## src/rtl/async_fifo_pkg.sv

```systemverilog
// Shared async FIFO definitions: default address width and Gray/binary conversions.
package async_fifo_pkg;

  localparam int ADDRSIZE_DEF = 4;
  localparam int PTR_MAX      = 32;

  typedef logic [PTR_MAX-1:0] ptr_word_t;

  function automatic ptr_word_t width_mask(input int width);
    ptr_word_t m;
    m = '0;
    for (int i = 0; i < PTR_MAX; i++) begin
      if (i < width) m[i] = 1'b1;
    end
    return m;
  endfunction

  function automatic ptr_word_t bin2gray(input ptr_word_t bin, input int width);
    ptr_word_t b;
    b = bin & width_mask(width);
    return b ^ (b >> 1);
  endfunction

  // Prefix XOR from the MSB, done as a log-depth shift cascade.
  function automatic ptr_word_t gray2bin(input ptr_word_t gray, input int width);
    ptr_word_t b;
    b = gray & width_mask(width);
    for (int s = 1; s < PTR_MAX; s = s * 2) begin
      b = b ^ (b >> s);
    end
    return b;
  endfunction

endpackage

```

## src/rtl/rptr_empty_lvl_gray2bin.sv

```systemverilog
// Combinational Gray-to-binary converter: each binary bit is the XOR of all Gray bits at or above it.
module gray2bin #(
  parameter int WIDTH = 5
) (
  input  logic [WIDTH-1:0] gray,
  output logic [WIDTH-1:0] bin
);

  for (genvar i = 0; i < WIDTH; i++) begin : g_bit
    assign bin[i] = ^gray[WIDTH-1:i];
  end

endmodule

```

## src/rtl/rptr_empty_lvl.sv

```systemverilog
// Read-side pointer, empty flag and fill level of the async FIFO (rclk domain).
// Optional sticky underflow flag is built when RPTR_UNDERFLOW_FLAG_EN is defined.
module rptr_empty_lvl
  import async_fifo_pkg::*;
#(
  parameter int ADDRSIZE  = ADDRSIZE_DEF,
  parameter int AE_THRESH = 2
) (
  input  logic                rclk,
  input  logic                rrst_n,
  input  logic                rinc,
  input  logic [ADDRSIZE:0]   rq2_wptr,
  output logic                rempty,
  output logic [ADDRSIZE-1:0] raddr,
  output logic [ADDRSIZE:0]   rptr,
  output logic [ADDRSIZE:0]   rlevel,
  output logic                ralmost_empty,
  output logic                runderflow
);

  localparam int PW = ADDRSIZE + 1;
  localparam logic [PW-1:0] AE_LIMIT = PW'(AE_THRESH);

  logic [PW-1:0] rbin;
  logic [PW-1:0] rbinnext;
  logic [PW-1:0] rgraynext;
  logic [PW-1:0] wbin_s;
  logic [PW-1:0] level_next;
  logic          accept;
  ptr_word_t     gray_word;

  gray2bin #(.WIDTH(PW)) u_wptr_g2b (
    .gray (rq2_wptr),
    .bin  (wbin_s)
  );

  assign accept     = rinc & ~rempty;
  assign rbinnext   = rbin + PW'(accept);
  assign gray_word  = bin2gray(ptr_word_t'(rbinnext), PW);
  assign rgraynext  = gray_word[PW-1:0];
  // Modulo subtraction; the write side never runs more than one depth ahead.
  assign level_next = wbin_s - rbinnext;
  assign raddr      = rbin[ADDRSIZE-1:0];

  always_ff @(posedge rclk or negedge rrst_n) begin
    if (!rrst_n) begin
      rbin          <= '0;
      rptr          <= '0;
      rempty        <= 1'b1;
      rlevel        <= '0;
      ralmost_empty <= 1'b1;
    end else begin
      rbin          <= rbinnext;
      rptr          <= rgraynext;
      rempty        <= (rgraynext == rq2_wptr);
      rlevel        <= level_next;
      ralmost_empty <= (level_next <= AE_LIMIT);
    end
  end

`ifdef RPTR_UNDERFLOW_FLAG_EN
  always_ff @(posedge rclk or negedge rrst_n) begin
    if (!rrst_n) begin
      runderflow <= 1'b0;
    end else if (rinc && rempty) begin
      runderflow <= 1'b1;
    end
  end
`else
  assign runderflow = 1'b0;
`endif

endmodule

```

## config.mk

```make
export PLATFORM = sky130hd
export DESIGN_NAME = rptr_empty_lvl
export DESIGN_NICKNAME = d
export VERILOG_FILES = /design/src/rtl/async_fifo_pkg.sv /design/src/rtl/rptr_empty_lvl_gray2bin.sv /design/src/rtl/rptr_empty_lvl.sv
export SDC_FILE = /design/constraint.sdc
export NUM_CORES = 1
export LEC_CHECK = 0
export BUFFER_PORTS_ARGS = -buffer_cell sky130_fd_sc_hd__buf_2
export CAP_MARGIN = 20
export CORE_MARGIN = 5
export CORE_UTILIZATION = 50
export DETAILED_ROUTE_END_ITERATION = 10
export PLACE_DENSITY = 0.85
export SLEW_MARGIN = 20
export SYNTH_ARGS = -nofsm -noshare
export SYNTH_HDL_FRONTEND = slang
export SYNTH_SLANG_ARGS = --single-unit
```

## constraint.sdc

```tcl
create_clock -name rclk -period 3.1 [get_ports rclk]
set_clock_uncertainty 0.2 [all_clocks]
set_input_delay 0.62 -clock rclk [delete_from_list [all_inputs] [get_ports rclk]]
set_output_delay 0.62 -clock rclk [all_outputs]
set_load 0.02 [all_outputs]
```

# Yosys cells after proc, flatten, opt, wreduce, memory -nomap -nowiden
# Cells that the tools add are included.
[word_totals]
out_inout_bits = 17
ff_bits = 17
elab_cells = 16
input_bits = 8
[op_classes]
n_reduce_logical = 4
eq_ne = 1
addsub = 2
n_lt_le_gt_ge = 1
bitwise = 3
[ops]
columns = ["cell", "count"]
rows = [
  ["5-bit by 1-bit adder with 5-bit output", 1],
  ["5-bit equality test", 1],
  ["5-bit by 2-bit <= comparator with 1-bit output, second input constant", 1],
  ["5-bit parity", 1],
  ["5-bit subtractor", 1],
  ["5-bit by 4-bit bitwise XOR with 5-bit output", 1],
  ["4-bit parity", 1],
  ["3-bit parity", 1],
  ["2-bit parity", 1],
  ["1-bit bitwise AND", 1],
  ["1-bit NOT", 1],
]

# Depth between registers and ports, before layout
# Gate-level depths: netlist (run 1).
[logic_depth]
ltp_word = 5
mapped_depth = 10
depth_no_buf = 10

# Hierarchy
# A second synthesis (run 1) with hierarchy kept.
[unflattened]
hier_cells = 82
area_unflattened_um2 = 963.4
[modules_own_cells]
columns = ["module", "instances", "cells_each", "seq_area_each_um2", "area_each_um2"]
rows = [
  ["rptr_empty_lvl", 1, 76, 402.9, 890.9],
  ["gray2bin", 1, 6, 0.0, 72.6],
]

# Worst setup path after synthesis (run 1)
# No wires, ideal clock.
[synth_path]
kind = "input-to-reg"
startpoint = "input port rinc"
endpoint = "register ralmost_empty"
path_stages = 9
arrival_ns = 2.414
setup_time_ns = 0.081
t_required_ns = 2.819
setup_slack_ns = 0.405
path_buffers = 0
path_cell_list = "nor2b_1 > ha_1 > ha_1 > xnor2_1 > ha_1 > a21o_1 > xor2_1 > or3_1 > a32oi_1"
[synth_between]
elab_chain_len = 4
[synth_rtl]
columns = ["item", "line_no", "source"]
rows = [
  ["from (decl)", "rptr_empty_lvl.sv:11", "input logic rinc,"],
  ["1-bit bitwise AND", "rptr_empty_lvl.sv:37", "assign accept = rinc & ~rempty;"],
  ["5-bit by 1-bit adder with 5-bit output", "rptr_empty_lvl.sv:38", "assign rbinnext = rbin + PW'(accept);"],
  ["5-bit subtractor", "rptr_empty_lvl.sv:42", "assign level_next = wbin_s - rbinnext;"],
  ["5-bit by 2-bit <= comparator with 1-bit output", "rptr_empty_lvl.sv:57", "ralmost_empty <= (level_next <= AE_LIMIT);"],
  ["to (signal assigned)", "rptr_empty_lvl.sv:57", ""],
  ["to (decl)", "rptr_empty_lvl.sv:17", "output logic ralmost_empty,"],
]
# No other way between the ends.

# Worst setup path after layout (run 1)
[layout_path]
startpoint = "input port rq2_wptr[4]"
endpoint = "register ralmost_empty"
[layout_between]
elab_chain_len = 3
elab_cells_between_ends = 6
cone_classes = "add/sub (1); order compare (1); reduce/logical (4)"
[layout_rtl]
columns = ["item", "line_no", "source"]
rows = [
  ["from (decl)", "rptr_empty_lvl.sv:12", "input logic [ADDRSIZE:0] rq2_wptr,"],
  ["5-bit parity (tied with other cells)", "rptr_empty_lvl_gray2bin.sv:10", "assign bin[i] = ^gray[WIDTH-1:i];"],
  ["5-bit subtractor *", "rptr_empty_lvl.sv:42", ""],
  ["5-bit by 2-bit <= comparator with 1-bit output *", "rptr_empty_lvl.sv:57", ""],
]
# Mark *: on every way between the ends. The rest lies on a longest branch, timed or not.

==> results of run 1 <==
==> cell type report <==
cell class                      instances  area share, %
Clock buffer                            4           3.30
Timing Repair Buffer                   26           12.5
Multi-Input combinational cell         52           42.0
Inverter                                7           2.62
Tap cell                               25           2.85
Sequential cell                        16           36.7
==> cells in the mapped netlist (all sizes together) <==
master	instances	share of area [%]
inv	7	3.2
dfstp	2	5.8
o211ai	1	0.83
buf	1	0.83
or3	1	0.69
nand4b	2	1.9
mux2i	1	1.1
nand3	2	1.1
a21oi	1	1.8
clkbuf	1	0.41
and3	1	0.69
xor2	10	11
conb	1	0.41
a21o	2	1.7
ha	6	8.3
o21ai	1	0.55
o21a	1	0.83
a31oi	1	0.69
xnor2	13	14
nor3	3	1.7
maj3	1	1.2
nor2	1	0.41
dfrtp	14	39
a32oi	1	0.97
nor2b	2	1.4
==> through the flow <==
step	cells	util, %	setup WS [ns]
after floorplan	77	-	0.405
after global placement	126	61.5	0.244
after detailed placement	126	61.5	0.172
after CTS	130	63.6	0.469
after global routing	130	63.6	0.387
final	130	63.6	0.475
==> worst max-delay path by stage <==
stage	endpoint	slack, ns	depth (start not counted)
detailed placement	ralmost_empty	0.17	11
finish	ralmost_empty	0.47	11
global placement	ralmost_empty	0.24	11
global route	rempty	0.39	9
floorplan	ralmost_empty	0.41	9
CTS	ralmost_empty	0.47	11
==> cells by family (layout without fill, tap and decap cells) <==
| logic type | after synthesis | in the layout |
|---|---|---|
| fa+ha+maj | 7 | 7 |
| flops | 16 | 16 |
| simple gates | 12 | 12 |
| mux | 1 | 1 |
| other cells | 1 | 1 |
| xor+xnor | 23 | 23 |
| buf+inv | 9 | 37 |
| compound gates | 8 | 8 |
==> metal layers <==
layer	track usage, %	vias to the layer above	share of wire (%)
met5	0	-	0
met4	7.23	0	2.1
met3	2.56	4	5.7
met2	23.1	20	48
met1	17.0	286	44
li1	-	310	-
==> registers in the layout (all words and copies together) (netlist names) <==
signal / count
rempty: 1
rbin: 5
rptr: 4
rlevel: 5
ralmost_empty: 1
==> qor.csv, run 1 <==
metric,value,unit
largest net degree at the start of global routing,17,
Num CTS Buffers,3,
"Req. time, crit path",3.12,ns
mapped cell area,905,sq um
CP startpoint kind,input pin,
post_cts resized,0,
Setup TNS,0,ns
CP Capture Type,flop,
critical path's slowest cell,or3_1,
most frequent cells in the layout,"23 x buf_2, 14 x dfrtp_1, 11 x xnor2_1",
Routed Antenna Nets,0,
DRT iter0 DRCs,12,
Final Cell Area,1100,sq um
worst reg-to-reg path cell count,9,
Final setup viols,0,
"Largest stage delay, worst path",0.36,ns
Clock transition at path regs,0.10,ns
worst reg-to-reg setup slack,0.56,ns
via count,620,
drt via density,4.77,
crit-path cells,buf_2 > xnor2_2 > inv_4 > xnor2_2 > xnor2_1 > ha_1 > inv_1 > ha_1 > a21o_1 > or3_1 > a32oi_1,
synthesis-to-layout area growth,21.4,%
Post-Syn Instances,77,
clk_lat worst skew,0.30,ns
register area,403,sq um
WL final,1600,microns
initial antenna violation count,0,
TritonRoute pass-1 iters,4,
Port Buffers,23,
core box area,1730,sq um
CTS sink count,16,
CTS tree,built,
I/O pin total,25,
Detail Placement HPWL,1320,microns
Synth Area in Simple Gates,7.88,%
GRT overflow,0,
mean area per synthesized cell,11.7,sq um
Syn Nets,91,
number of global-route vias before repair,648,
die width,52.5,microns
CP top delay family,XOR/XNOR gates,
RSZ-0062 raised after global routing,false,
Ant. Diodes,0,
Placed Area,1060,sq um
die area,2760,sq um
"Max FO, Critical Path",4,
Arrival @ worst endpoint,2.64,ns
layout cell share with drive strength beyond 1,36.2,%
drt wl/cell,12.3,microns
Max Cap Viol,0,
"commonest non-fill, non-tap cell in the layout",buf_2,
multi-input logic area,462,sq um
period utilization,84.7,%
Final nets,120,
Crit Path Category,in2reg,
Adder-Cell Fraction of Synth Area,9.54,%
worst-case clock buffer depth,2,
"Seq/Total Area, Yosys",44.5,%
worst flop-to-flop path startpoint,rempty,
RR Endpoint,ralmost_empty,
Root Buffer,clkbuf_4,
largest family of logic cells by synthesized area,XOR/XNOR gates,
fmax,0.381,GHz
postcts setup bufs,0,
Slew @ Worst Pin,0.522,ns
Post-CTS Hold Fix Bufs,0,
Initial Util,52.4,%
routability cong.,0.816,
Yosys reg bits,16,
Syn. warnings,0,
status,"finished, final reports clean",
first-pass GRT wire length,2770,microns
post-layout min period,2.63,ns
Cell Rows,15,
proportion of synthesized area in mux cells,1.11,%
GRT Util Overall,13.9,%
synth unique cells,28,
final hold vios,0,
post-synthesis xor/xnor area fraction,24.8,%
Max Transition Viols Final,0,
residual DRC count,0,
Die Y-Extent,52.5,microns
Min Hold Slack,0.00470,ns
CP bufs+invs,3,
H-tree lvl count,1,
Hold Crit Class,in2async,
Synth Area in Compound Gates,7.33,%
# fillers,146,
Setup crit start,rq2_wptr[4],
Relative slew margins,64.9,%
Power of run 1 is not shown: default switching activity piles up to over one toggle a cycle in this logic, so the estimate is an artifact.
==> run 2: changes to the inputs <==
==> constraint.sdc (replaced) <==
create_clock -name rclk -period 2.7 [get_ports rclk]
set_clock_uncertainty 0.2 [all_clocks]
set_input_delay 0.54 -clock rclk [delete_from_list [all_inputs] [get_ports rclk]]
set_output_delay 0.54 -clock rclk [all_outputs]
set_load 0.02 [all_outputs]
==> run 2 against run 1 <==
Against the previous run: via count grew 8.5%; non-clock buffer count grew 8; critical path depth shrank 2; cell count grew 6.2%; wire length grew 24%; clock-buffer cell count is the same; sequential cell count is the same; largest cell class unchanged; first-iteration DRC count grew 25%.
==> qor.csv, run 2 (synthesis results as in run 1) <==
metric,value,unit,change
status,"finished, final reports clean",,
# fillers,133,,-8.9%
critical path's slowest cell,dfstp_2,,
GRT overflow,0,,unchanged
"Req. time, crit path",2.71,ns,-0.41 ns
CTS tree,built,,
worst flop-to-flop path startpoint,rempty,,
layout cell share with drive strength beyond 1,41.6,%,+5.4 points
postcts setup bufs,0,,unchanged
min-delay src,rq2_wptr[2],,
"commonest non-fill, non-tap cell in the layout",buf_2,,
post-layout min period,2.56,ns,
Crit Path Category,reg2reg,,
Clock transition at path regs,0.09,ns,about the same
Min Hold Slack,0.387,ns,+0.382 ns
Die Y-Extent,52.5,microns,unchanged
largest registers,"rbin (5), rlevel (5), rptr (4)",,
Port Buffers,23,,unchanged
Ant. Diodes,0,,unchanged
Final nets,128,,+6.7%
Hold Crit Class,in2reg,,
Max Cap Viol,0,,unchanged
CP Capture Type,flop,,
residual DRC count,0,,unchanged
fmax,0.390,GHz,
clk_lat worst skew,0.28,ns,-0.02 ns
Initial Util,52.4,%,unchanged
core box area,1730,sq um,unchanged
Root Buffer,clkbuf_4,,
largest net degree at the start of global routing,17,,unchanged
Final setup viols,0,,unchanged
hold path endpoint,rempty,,
Routed Antenna Nets,0,,unchanged
drt via density,4.88,,+2.3%
worst reg-to-reg setup slack,0.14,ns,-0.42 ns
Max Transition Viols Final,0,,unchanged
Detail Placement HPWL,1590,microns,+21%
"Max FO, Critical Path",4,,unchanged
CP bufs+invs,0,,-3
crit-path cells,nor2b_1 > ha_1 > ha_1 > xnor2_2 > ha_1 > a21o_1 > xor2_1 > or3_1 > a32oi_1,,
die area,2760,sq um,unchanged
CP top delay family,adder cells,,
CP startpoint kind,flop,,
via count,673,,+8.5%
die width,52.5,microns,unchanged
worst reg-to-reg path cell count,9,,unchanged
Arrival @ worst endpoint,2.57,ns,-0.07 ns
number of global-route vias before repair,706,,+9.0%
first-pass GRT wire length,3160,microns,+14%
RR Endpoint,ralmost_empty,,
final hold vios,0,,unchanged
hold depth,3,,
I/O pin total,25,,unchanged
Place WS,-0.0670,ns,-0.239 ns
worst-case clock buffer depth,2,,unchanged
synthesis-to-layout area growth,30.0,%,
WL final,1980,microns,+24%
H-tree lvl count,1,,unchanged
routability cong.,0.757,,-7.2%
DRT iter0 DRCs,15,,+3
"Largest stage delay, worst path",0.54,ns,+0.18 ns
most frequent cells in the layout,"23 x buf_2, 14 x dfrtp_1, 10 x xnor2_1, 10 x buf_4, 8 x xor2_1",,
TritonRoute pass-1 iters,2,,-2
Num CTS Buffers,3,,unchanged
period utilization,94.9,%,
final setup margin,0.138,ns,-0.337 ns
initial antenna violation count,0,,unchanged
"most used cell, CP",ha_1,,
CTS sink count,16,,unchanged
drt wl/cell,14.4,microns,+17%
Cell Rows,15,,unchanged
GRT Util Overall,16.0,%,+2.0 points
RSZ-0062 raised after global routing,false,,
## run 2: changes by cell type in the layout (fill, tap and decap cells not counted), sizes merged
cell	delta
buf	+7
dlygate4sd3	+1
## run 2: layer usage
metal | global-route usage [%] | wire (microns) | up-vias
met5 | 0 | 0 | -
met4 | 7.66 | 32 | 0
met3 | 1.71 | 85 | 4
met2 | 28.9 | 1040 | 19
met1 | 18.4 | 821 | 324
li1 | - | - | 326
## run 2: worst reg2reg max path: stages (launching register included)
cell     delay (ns)
dfstp_2        0.54
nor2b_1        0.05
ha_1           0.21
ha_1           0.24
xnor2_2        0.18
ha_1           0.23
a21o_1         0.23
xor2_1         0.15
or3_1          0.31
a32oi_1        0.16
## run 2: how the worst max path moves through the flow
stage / startpoint / to / slack, ns / cells past startpoint
global placement: rinc / ralmost_empty / 0.07 / 10
floorplan: rinc / ralmost_empty / 0.09 / 9
global route: rempty / ralmost_empty / 0.02 / 9
CTS: rempty / ralmost_empty / 0.12 / 9
finish: rempty / ralmost_empty / 0.14 / 9
detailed placement: rinc / ralmost_empty / -0.07 / 10
## run 2: per-stage QoR
| stage | TNS (ns) | cells | util, % | cell area (sq um) |
|---|---|---|---|---|
| 5_1_grt | 0 | 138 | 68.1 | 1180 |
| 6_report | 0 | 138 | 68.1 | 1180 |
| 2_1_floorplan | 0 | 77 | - | 905 |
| 4_1_cts | 0 | 138 | 67.2 | 1160 |
| 3_3_place_gp | 0 | 133 | 64.6 | 1110 |
| 3_5_place_dp | -0.0670 | 133 | 64.6 | 1110 |
## run 2: what timing repair did
item | CTS | global route
hold endpoints to repair | 14 | 0
endpoints found under the setup margin | 0 | 1
hold buffers | 1 | 0
resized for setup | 0 | 2
## run 2: final cells by class
type	instances	area, sq um	area share [%]
clock buffers	4	36.3	3.09
flip-flops and latches	16	403	34.3
multi-input cells	52	477	40.5
inverters	7	28.8	2.45
repair buffers	34	200	17.0
well taps	25	31.3	2.66
Power of run 2 is left out for the same reason.
==> run 3: changes to the inputs <==
--- a/config.mk
+++ b/config.mk
@@ -8,10 +8,11 @@
 export BUFFER_PORTS_ARGS = -buffer_cell sky130_fd_sc_hd__buf_2
 export CAP_MARGIN = 20
 export CORE_MARGIN = 5
-export CORE_UTILIZATION = 50
+export CORE_UTILIZATION = 51
 export DETAILED_ROUTE_END_ITERATION = 10
 export PLACE_DENSITY = 0.85
 export SLEW_MARGIN = 20
 export SYNTH_ARGS = -nofsm -noshare
 export SYNTH_HDL_FRONTEND = slang
+export SYNTH_HIERARCHICAL = 1
 export SYNTH_SLANG_ARGS = --single-unit
==> run 3 against run 2 <==
Against the previous run: die area increased by 3.6%; synthesized cell count increased by 6.5%; utilization increased by 1.9 points; first-iteration DRC count decreased by 60%; wire length increased by 1.7%; global-route usage increased by 1.5 points; register-to-register slack about the same; sequential cell count unchanged; synthesized area increased by 6.5%; critical path depth unchanged.
==> qor.csv, run 3 <==
metric,value,unit,change
RSZ-0062 raised after global routing,false,,
leakage,0.569,nW,
Final Cell Area,1230,sq um,+5.0%
Detail Placement HPWL,1640,microns,+3.5%
worst-case clock buffer depth,2,,unchanged
Setup TNS,0,ns,unchanged
WL final,2020,microns,+1.7%
Syn. warnings,6,,+6
status,"finished, final reports clean",,
TritonRoute pass-1 iters,4,,+2
Commonest cells post-synth,"14 x dfrtp_1, 10 x xnor2_1, 9 x xor2_1",,
Clock transition at path regs,0.10,ns,about the same
postcts setup bufs,0,,unchanged
I/O pin total,25,,unchanged
initial antenna violation count,0,,unchanged
synth unique cells,36,,+29%
clk_lat worst skew,0.29,ns,about the same
"Max FO, Critical Path",5,,+1
CP Capture Type,flop,,
PD cells,1500,nW/um^2,
Root Buffer,clkbuf_4,,
mapped cell area,963,sq um,+6.5%
Final setup viols,0,,unchanged
synthesis-to-layout area growth,28.2,%,
H-tree lvl count,1,,unchanged
largest registers,"rbin (5), rlevel (5), rptr (4)",,
routability cong.,0.861,,+14%
Max Cap Viol,0,,unchanged
period utilization,95.5,%,+0.57 points
fin cells,141,,+2.2%
final hold vios,0,,unchanged
largest net degree at the start of global routing,17,,unchanged
hold depth,1,,-2
GRT Util Overall,17.5,%,+1.5 points
leading area contributor after synthesis,dfrtp_1,,
CP startpoint kind,input pin,,
Placed Instances,136,,+2.3%
Hold Crit Class,reg2reg,,
drt via density,4.96,,+1.8%
drt wl/cell,14.3,microns,-0.45%
"count leader, synth",dfrtp_1,,
Die Y-Extent,53.5,microns,+1.8%
Yosys reg bits,16,,unchanged
DRT iter0 DRCs,6,,-9
Placed Area,1150,sq um,+3.6%
register area,403,sq um,unchanged
die width,53.5,microns,+1.8%
Synth Flop Type,dfrtp_1,,
# fillers,149,,+12%
worst reg-to-reg path cell count,7,,-2
CTS tree,built,,
"Seq/Total Area, Yosys",41.8,%,-2.7 points
Arrival @ worst endpoint,2.58,ns,about the same
asr flop ratio synth,100,%,unchanged
Ant. Diodes,0,,unchanged
Initial Util,54.6,%,+2.2 points
Min Hold Slack,0.370,ns,-0.0172 ns
Relative slew margins,63.9,%,
Num CTS Buffers,3,,unchanged
Syn Nets,94,,+3.3%
mean area per synthesized cell,11.7,sq um,about the same
first-pass GRT wire length,3470,microns,+9.8%
worst reg-to-reg setup slack,0.14,ns,about the same
layout cell share with drive strength beyond 1,42.2,%,+0.65 points
Post-Syn Instances,82,,+6.5%
top cell type's share of synthesized area,36.4,%,-2.4 points
"Req. time, crit path",2.70,ns,about the same
Routed Antenna Nets,0,,unchanged
number of global-route vias before repair,749,,+6.1%
"top cells by area, synth","dfrtp_1 36%, xnor2_1 9.1%, xor2_1 8.2%, dfstp_2 5.5%, ha_1 5.2%",,
Cell Rows,15,,unchanged
Worst VDD drop,0.689,mV,
Final nets,129,,+0.78%
Slew @ Worst Pin,0.527,ns,
Post-synth EDFFs,0,,unchanged
GRT overflow,0,,unchanged
fmax,0.388,GHz,-0.60%
Max Transition Viols Final,0,,unchanged
Port Buffers,23,,unchanged
via count,700,,+4.0%
most frequent cells in the layout,"23 x buf_2, 14 x dfrtp_1, 10 x xnor2_1, 10 x buf_4, 8 x xor2_1",,
Crit Path Category,in2reg,,
residual DRC count,0,,unchanged
post-layout min period,2.58,ns,+0.0154 ns
core box area,1760,sq um,+2.2%
"commonest non-fill, non-tap cell in the layout",buf_2,,
multi-input logic area,542,sq um,+14%
CTS sink count,16,,unchanged
die area,2860,sq um,+3.6%
## run 3: layout make-up
type / instances / area share, %
clock buffer: 4 / 2.94
inverter: 6 / 1.82
multi-input combinational: 56 / 43.9
sequential: 16 / 32.6
tap: 25 / 2.53
timing repair buffer: 34 / 16.2
## run 3: critical path, cell delays in order
cell       delay, ns
buf_2           0.12
xor2_2          0.18
buf_4           0.16
xnor2_1         0.30
nand2_1         0.09
mux2i_1         0.44
a2111oi_4       0.11
o31a_1          0.35
nor4b_2         0.28
## run 3: cell families (layout without fill, tap and decap cells)
logic type	after synthesis	count (layout)	share of synthesized area [%]
XOR/XNOR	23	23	24.7
AND/OR/NAND/NOR	18	18	12.7
flip-flops	16	16	41.8
buffers and inverters	10	44	5.45
AO/OA/AOI/OAI	9	9	8.70
adder cells (fa/ha/maj)	4	4	5.20
other	1	1	0.389
multiplexers	1	1	1.04
## run 3: repair_timing
item                                   4_1_cts  5_1_grt
hold buffers                                 1        0
setup endpoints to repair                    0        3
endpoints found under the hold margin       14        0
resized for setup                            0        4
## run 3: routing by layer
| metal | wire length (microns) | track usage, % | vias to the layer above |
|---|---|---|---|
| met1 | 796 | 20.0 | 339 |
| li1 | - | - | 340 |
| met2 | 1100 | 30.8 | 17 |
| met3 | 69 | 1.97 | 4 |
| met4 | 51 | 10.2 | 0 |
| met5 | 0 | 0 | - |
## run 3: stage by stage
stage / utilization (%) / total power, mW / setup WS (ns)
final: 70.0 / 1.85 / 0.123
after global routing: 70.0 / 2.01 / 0.00674
after CTS: 68.1 / 1.80 / 0.0471
after detailed placement: 65.5 / 1.64 / -0.125
after global placement: 65.5 / 1.58 / 0.0217
after floorplan: - / 1.29 / 0.0258
## run 3: final timing paths
kind / start / end
setup / recovery: rq2_wptr[4] / ralmost_empty
hold / removal: rbin[0] / rbin[0]
setup reg to reg: rempty / ralmost_empty
hold reg to reg: rbin[0] / rbin[0]
max in group asynchronous: rrst_n / ralmost_empty
min in group asynchronous: rrst_n / rptr[0]
## run 3: power breakdown
| group | total [mW] | internal [mW] | switching (mW) |
|---|---|---|---|
| Combinational | 1.25 | 0.543 | 0.704 |
| Sequential | 0.445 | 0.373 | 0.0723 |
| Clock | 0.161 | 0.0822 | 0.0788 |
| Total | 1.85 | 0.998 | 0.855 |
(Power assumes the default switching activity.)
